File: src/rtl/regfile_pkg.sv
// Shared defaults and address-width helper for the MIPS register file.
package regfile_pkg;

  localparam int REGFILE_DEPTH_DEFAULT = 32;
  localparam int REGFILE_WIDTH_DEFAULT = 16;
  localparam int ZERO_REG              = 0;

  function automatic int addr_width(input int depth);
    return (depth < 2) ? 1 : $clog2(depth);
  endfunction

endpackage

File: src/rtl/regfile_read_port.sv
// One combinational read port: zero-register, out-of-range and optional
// write-through forwarding (REGFILE_BYPASS_EN) rules.
module regfile_read_port
  import regfile_pkg::*;
#(
  parameter  int depth = REGFILE_DEPTH_DEFAULT,
  parameter  int width = REGFILE_WIDTH_DEFAULT,
  localparam int AW    = addr_width(depth)
) (
  output logic [width-1:0] read_data,
  input  logic [AW-1:0]    address,
  input  logic [width-1:0] regs [depth]
`ifdef REGFILE_BYPASS_EN
  ,
  input  logic             write_en,
  input  logic [AW-1:0]    write_address,
  input  logic [width-1:0] write_data
`endif
);

  logic address_valid;

  // Index 0 and indices past the last register both read as zero.
  assign address_valid = (int'(address) != ZERO_REG) && (int'(address) < depth);

  always_comb begin
    read_data = '0;
    if (address_valid) begin
      read_data = regs[address];
`ifdef REGFILE_BYPASS_EN
      if (write_en && (write_address == address)) begin
        read_data = write_data;
      end
`endif
    end
  end

endmodule

File: src/rtl/register_file.sv
// Two-read / one-write register file with r0 hardwired to zero.
// Optional write-through forwarding enabled by defining REGFILE_BYPASS_EN.
module register_file
  import regfile_pkg::*;
#(
  parameter  int depth = REGFILE_DEPTH_DEFAULT,
  parameter  int width = REGFILE_WIDTH_DEFAULT,
  localparam int AW    = addr_width(depth)
) (
  input  logic             clk,
  input  logic             reset_n,
  input  logic             write_en,
  input  logic [AW-1:0]    write_address,
  input  logic [AW-1:0]    read_address_1,
  input  logic [AW-1:0]    read_address_2,
  input  logic [width-1:0] write_data,
  output logic [width-1:0] read_data_1,
  output logic [width-1:0] read_data_2
);

  logic [width-1:0] regs [depth];
  logic             write_ok;

  assign write_ok = write_en && (int'(write_address) != ZERO_REG)
                    && (int'(write_address) < depth);

  always_ff @(posedge clk or negedge reset_n) begin
    if (!reset_n) begin
      for (int i = 0; i < depth; i++) begin
        regs[i] <= '0;
      end
    end else if (write_ok) begin
      regs[write_address] <= write_data;
    end
  end

  regfile_read_port #(.depth(depth), .width(width)) u_read_port_1 (
    .read_data     (read_data_1),
    .address       (read_address_1),
    .regs          (regs)
`ifdef REGFILE_BYPASS_EN
    ,
    .write_en      (write_en),
    .write_address (write_address),
    .write_data    (write_data)
`endif
  );

  regfile_read_port #(.depth(depth), .width(width)) u_read_port_2 (
    .read_data     (read_data_2),
    .address       (read_address_2),
    .regs          (regs)
`ifdef REGFILE_BYPASS_EN
    ,
    .write_en      (write_en),
    .write_address (write_address),
    .write_data    (write_data)
`endif
  );

endmodule

File: config.mk
export PLATFORM = sky130hd
export DESIGN_NAME = register_file
export DESIGN_NICKNAME = d
export VERILOG_FILES = /design/src/rtl/regfile_pkg.sv /design/src/rtl/regfile_read_port.sv /design/src/rtl/register_file.sv
export SDC_FILE = /design/constraint.sdc
export NUM_CORES = 1
export LEC_CHECK = 0
export CAP_MARGIN = 20
export CORE_MARGIN = 2
export CORE_UTILIZATION = 45
export CTS_BUF_LIST = sky130_fd_sc_hd__clkbuf_4 sky130_fd_sc_hd__clkbuf_8 sky130_fd_sc_hd__clkbuf_16
export DETAILED_ROUTE_END_ITERATION = 7
export MAX_ROUTING_LAYER = met4
export PLACE_DENSITY = 0.73
export SLEW_MARGIN = 40
export SYNTH_ARGS = -nofsm -noshare
export SYNTH_HDL_FRONTEND = slang
export SYNTH_SLANG_ARGS = --single-unit
export TNS_END_PERCENT = 1
File: constraint.sdc
create_clock -name clk -period 4.4 [get_ports clk]
set_input_delay 0.88 -clock clk [delete_from_list [all_inputs] [get_ports clk]]
set_output_delay 0.88 -clock clk [all_outputs]
set_load 0.03 [all_outputs]
# --- Word level (Yosys, flattened, before mapping) ---
# Cells that the tools add are included.
totals:
  elab_cells: 55
  output_inout_bits: 32
  in_bits: 34
  ff_bits: 512
classes:
  n_reduce_logical: 5
  muxes: 11
  n_lt_le_gt_ge: 4
  n_bitwise: 3
op_table:
  columns: ["op", "n"]
  rows:
  - ["$bwmux 512", 1]
  - ["$bmux 16 s5", 2]
  - ["$mux 16", 7]
  - ["$demux 16 s5", 1]
  - ["$ge 6x6->1 const B", 3]
  - ["$not 5->6", 3]
  - ["$reduce_bool 5->1", 3]
  - ["$lt 6x1->1 const B", 1]
  - ["$logic_and 1x1->1", 2]

# --- Logic depth before layout (Yosys ltp) ---
logic_depth:
  word_depth: 6
  mapped_depth: 8

# --- Modules after synthesis ---
# From an unflattened synthesis, not the netlist that was laid out.
hier_totals:
  hier_cells: 1830
  area_unflattened_um2: 27694.1
modules_own_cells:
  columns: ["module", "cells_per_inst", "area_each_um2", "seq_area_each_um2", "n_inst"]
  rows:
  - ["register_file", 1160, 19108.3, 12812.3, 1]
  - ["regfile_read_port", 335, 4292.9, 0.0, 2]

# --- Least setup slack after synthesis ---
# No wires, ideal clock.
synth_timing:
  kind: "input to output"
  start: "in read_address_2[1]"
  end: "out read_data_2[6]"
  arrival_time_ps: 2436
  required_ps: 3520
  setup_slack_ps: 1084
  path_stages: 7
  cell_sequence: "buf_4 > buf_6 > buf_6 > mux4_2 > mux2i_1 > a221o_1 > a31oi_1"
synth_via:
  elab_chain_len: 5
synth_lines:
  columns: ["element", "line_no", "rtl"]
  rows:
  - ["start, declared", "register_file.sv:15", "input logic [AW-1:0] read_address_2,"]
  - ["$not 5->6 (implied by the code)", "regfile_read_port.sv:29", "read_data = regs[address];"]
  - ["$bmux 16 s5", "regfile_read_port.sv:29", null]
  - ["$mux 16 (implied by the code) (2 in a row)", "regfile_read_port.sv:29", null]
  - ["$mux 16 *", "regfile_read_port.sv:28", "if (address_valid) begin"]
  - ["end, declared", "register_file.sv:18", "output logic [width-1:0] read_data_2"]
# Mark *: on every way between the ends. The rest lies on a longest branch, timed or not. The select of a mux whose other input is x is not followed.

# --- Final worst setup path ---
layout_timing:
  start: "in read_address_2[1]"
  end: "out read_data_2[10]"
# The elaborated chain is that of the path after synthesis.

==> reports/metrics.cfg <==
[finish]
final_cell_mix = 576 x mux2_2, 512 x dfrtp_1, 192 x mux4_2, 115 x mux2i_1, 95 x buf_4
largest_reg_flops = 512
area_growth_pct = 10.24
fillers = 5073
nets = 1944
diodes = 0
final_area_um2 = 31090
reg.largest.list = regs x512
final_common_cell = mux2_2
top_register = regs
drive_gt1_share_pct = 53.46
fin_util_pct = 50.28

[placement]
pre_cts_ws_ps = 288.6
dpl_cell_area_um2 = 29280
dp_hpwl_mm = 49.47
portBuffers = 65
place.gp.congestion = 0.8951

[timing]
fmax_ghz = 0.2388
slew-limit-headroom_pct = 43.25
period_minus_slack_ps = 4188
finalClockSkew_ps = 0
worst_slack_ps = 212.0
hold_viol_final = 0
worstMarginPinSlew_ps = 849.2
rsz0062_at_grt = false
slew_violations = 0
setup_viol = 0
fin_crit_sh_pct = 95.18
fin_setup_tns_ps = 0

[power_and_ir_drop]
clkPwrFrac_pct = 33.4
cellPowerDensity_nw_per_um2 = 449.6
internal_power_w = 0.01010
power.leakage_nw = 13.52
power.switching_w = 0.003874
swShare_pct = 27.72
seq_power_share_pct = 44.8
peakVddDrop_mv = 0.2688
pwr-share-comb_pct = 21.9

[floorplan]
core-area_um2 = 61830
initial_core_util_pct = 45.61
boundaryPins = 66
die_area_um2 = 64680
rows = 91
die_w_um = 254.3
die_y_um = 254.3

[clock_tree]
clock-sinks = 512
post_cts_buffers = 0
clk_latency_ps = 600
cts_resized = 0
clock-root-buffer = clkbuf_16
cts_buffers = 53
cts_tree = built
htree_levels = 2
holdBufCountCts = 0
clkTransAtPathRegs_ps = 50
clock_path_buffers = 3

[drt]
drt-initial-drc-count = 1597
vias = 17790
wl_per_cell_um = 28.10
viasPerCell = 6.381
final_antenna_net_count = 0
drt_first_pass_iters = 5
drc_errors = 0
wl_mm = 78.33

[setup_path]
cp.arrival_ps = 3310
critPathMaxFanout = 26
startpoint = read_address_2[1]
timing.rr.start = regs[246]
endpoint_kind = primary output
timing.rr.end = regs[246]
worstPathRequired_ps = 3520
startpoint_type = input pin
critPathKind = input pin to primary output
ff2ff_path_depth = 1
r2r_setup_slack_ps = 3580

[global_route]
grt_use_total_pct = 25.24
grt_max_degree = 96
grt_remaining_overflow = 0
antenna_found_initial = 1
met2_usage_pct = 40.03
busiest_layer = met2
met3_usage_pct = 5.287
grt_pass1_wl_mm = 118.2
use_met1_pct = 31.94
grt_pass1_vias = 18610

[yosys]
synth_seq_cells = 512
synth_cell_type_count = 49
ys_warn_count = 0
synth_cells = 1921
post_synth_instance_area_um2 = 28200
syn_avg_cell_area_um2 = 14.68
syn-num-nets = 1955
ys_seq_area_share_pct = 45.43

[outcome]
status = completed

[flow_run]
drv_cap = 0

[min_path]
holdCritPathClass = input pin to asynchronous set/reset pin

kinds of logic after synthesis:
group	Yosys count	share of synthesized area, %
AND/OR/NAND/NOR	147	3.425
flip-flops	512	45.43
buffers and inverters	207	4.344
multiplexers	883	42.42
AO/OA/AOI/OAI	172	4.379
routing by layer:
metal  share of wire, %  vias up
met5                  0        -
met4                4.0        0
met3                7.2      204
met2                 49      725
met1                 40     9530
li1                   -     7332
area by class of cell:
type | instances | area [um^2] | share of cell area (%)
Multi-Input combinational cell | 1202 | 14170 | 45.60
Sequential cell | 512 | 12810 | 41.22
Clock buffer | 79 | 1603 | 5.156
Timing Repair Buffer | 141 | 1244 | 4.001
Tap cell | 837 | 1047 | 3.369
Clock inverter | 17 | 205.2 | 0.6601
power by group through the flow:
stage / Combinational [W] / Sequential, W / Clock (W)
global placement: 0.00297 / 0.00621 / 0
detailed placement: 0.00304 / 0.00631 / 0
global route: 0.00325 / 0.00636 / 0.00493
CTS: 0.00305 / 0.00623 / 0.00474
floorplan: 0.00232 / 0.00608 / 0
finish: 0.00306 / 0.00626 / 0.00466
per-stage QoR:
| stage | power (W) | hold WS (ps) | instances |
|---|---|---|---|
| 4_1_cts | 0.01401 | 320.0 | 2788 |
| 5_1_grt | 0.01454 | 332.3 | 2788 |
| 2_1_floorplan | 0.008401 | 441.3 | 1921 |
| 3_3_place_gp | 0.009172 | 376.5 | 2690 |
| 6_report | 0.01398 | 273.1 | 2788 |
| 3_5_place_dp | 0.009344 | 383.6 | 2692 |
worst max-delay path, cell delays in order:
cell,delay (ps)
buf_6,320
buf_4,360
mux4_2,530
mux2i_1,550
a221oi_1,180
buf_4,180
o21a_1,100
buf_4,160
cells in the mapped netlist (all sizes together):
| master | number | area share [%] |
|---|---|---|
| o21ai | 21 | 0.37 |
| a21oi | 5 | 0.089 |
| nor4 | 2 | 0.15 |
| nand3 | 7 | 0.14 |
| or3b | 1 | 0.031 |
| and3 | 1 | 0.022 |
| nor3b | 4 | 0.20 |
| a31oi | 11 | 0.24 |
| o31ai | 21 | 0.56 |
| and2 | 1 | 0.022 |
| nand3b | 4 | 0.15 |
| nand4 | 2 | 0.044 |
| and3b | 1 | 0.031 |
| mux2i | 115 | 4.1 |
| nand2b | 3 | 0.067 |
| mux4 | 192 | 15 |
| buf | 119 | 3.1 |
| nor3 | 1 | 0.035 |
| nor2 | 41 | 0.95 |
| a211oi | 29 | 0.77 |
| a221oi | 21 | 0.65 |
| a221o | 11 | 0.39 |
| mux2 | 576 | 23 |
| or4 | 4 | 0.11 |
| o21a | 21 | 0.56 |
| a22oi | 7 | 0.19 |
| or2 | 5 | 0.11 |
| nor2b | 33 | 0.73 |
| nand2 | 36 | 0.60 |
| dfrtp | 512 | 45 |
| clkbuf | 88 | 1.2 |
| o22ai | 25 | 0.55 |
| or2b | 1 | 0.027 |
worst max-delay path by stage:
stage | depth (start not counted) | slack (ps) | to
2_1_floorplan | 7 | 1080 | read_data_2[6]
3_3_place_gp | 8 | 240 | read_data_2[12]
3_5_place_dp | 8 | 290 | read_data_2[12]
4_1_cts | 8 | 270 | read_data_2[12]
5_1_grt | 8 | 40 | read_data_2[12]
6_report | 8 | 210 | read_data_2[10]
Power figures use the tool's default switching activity.
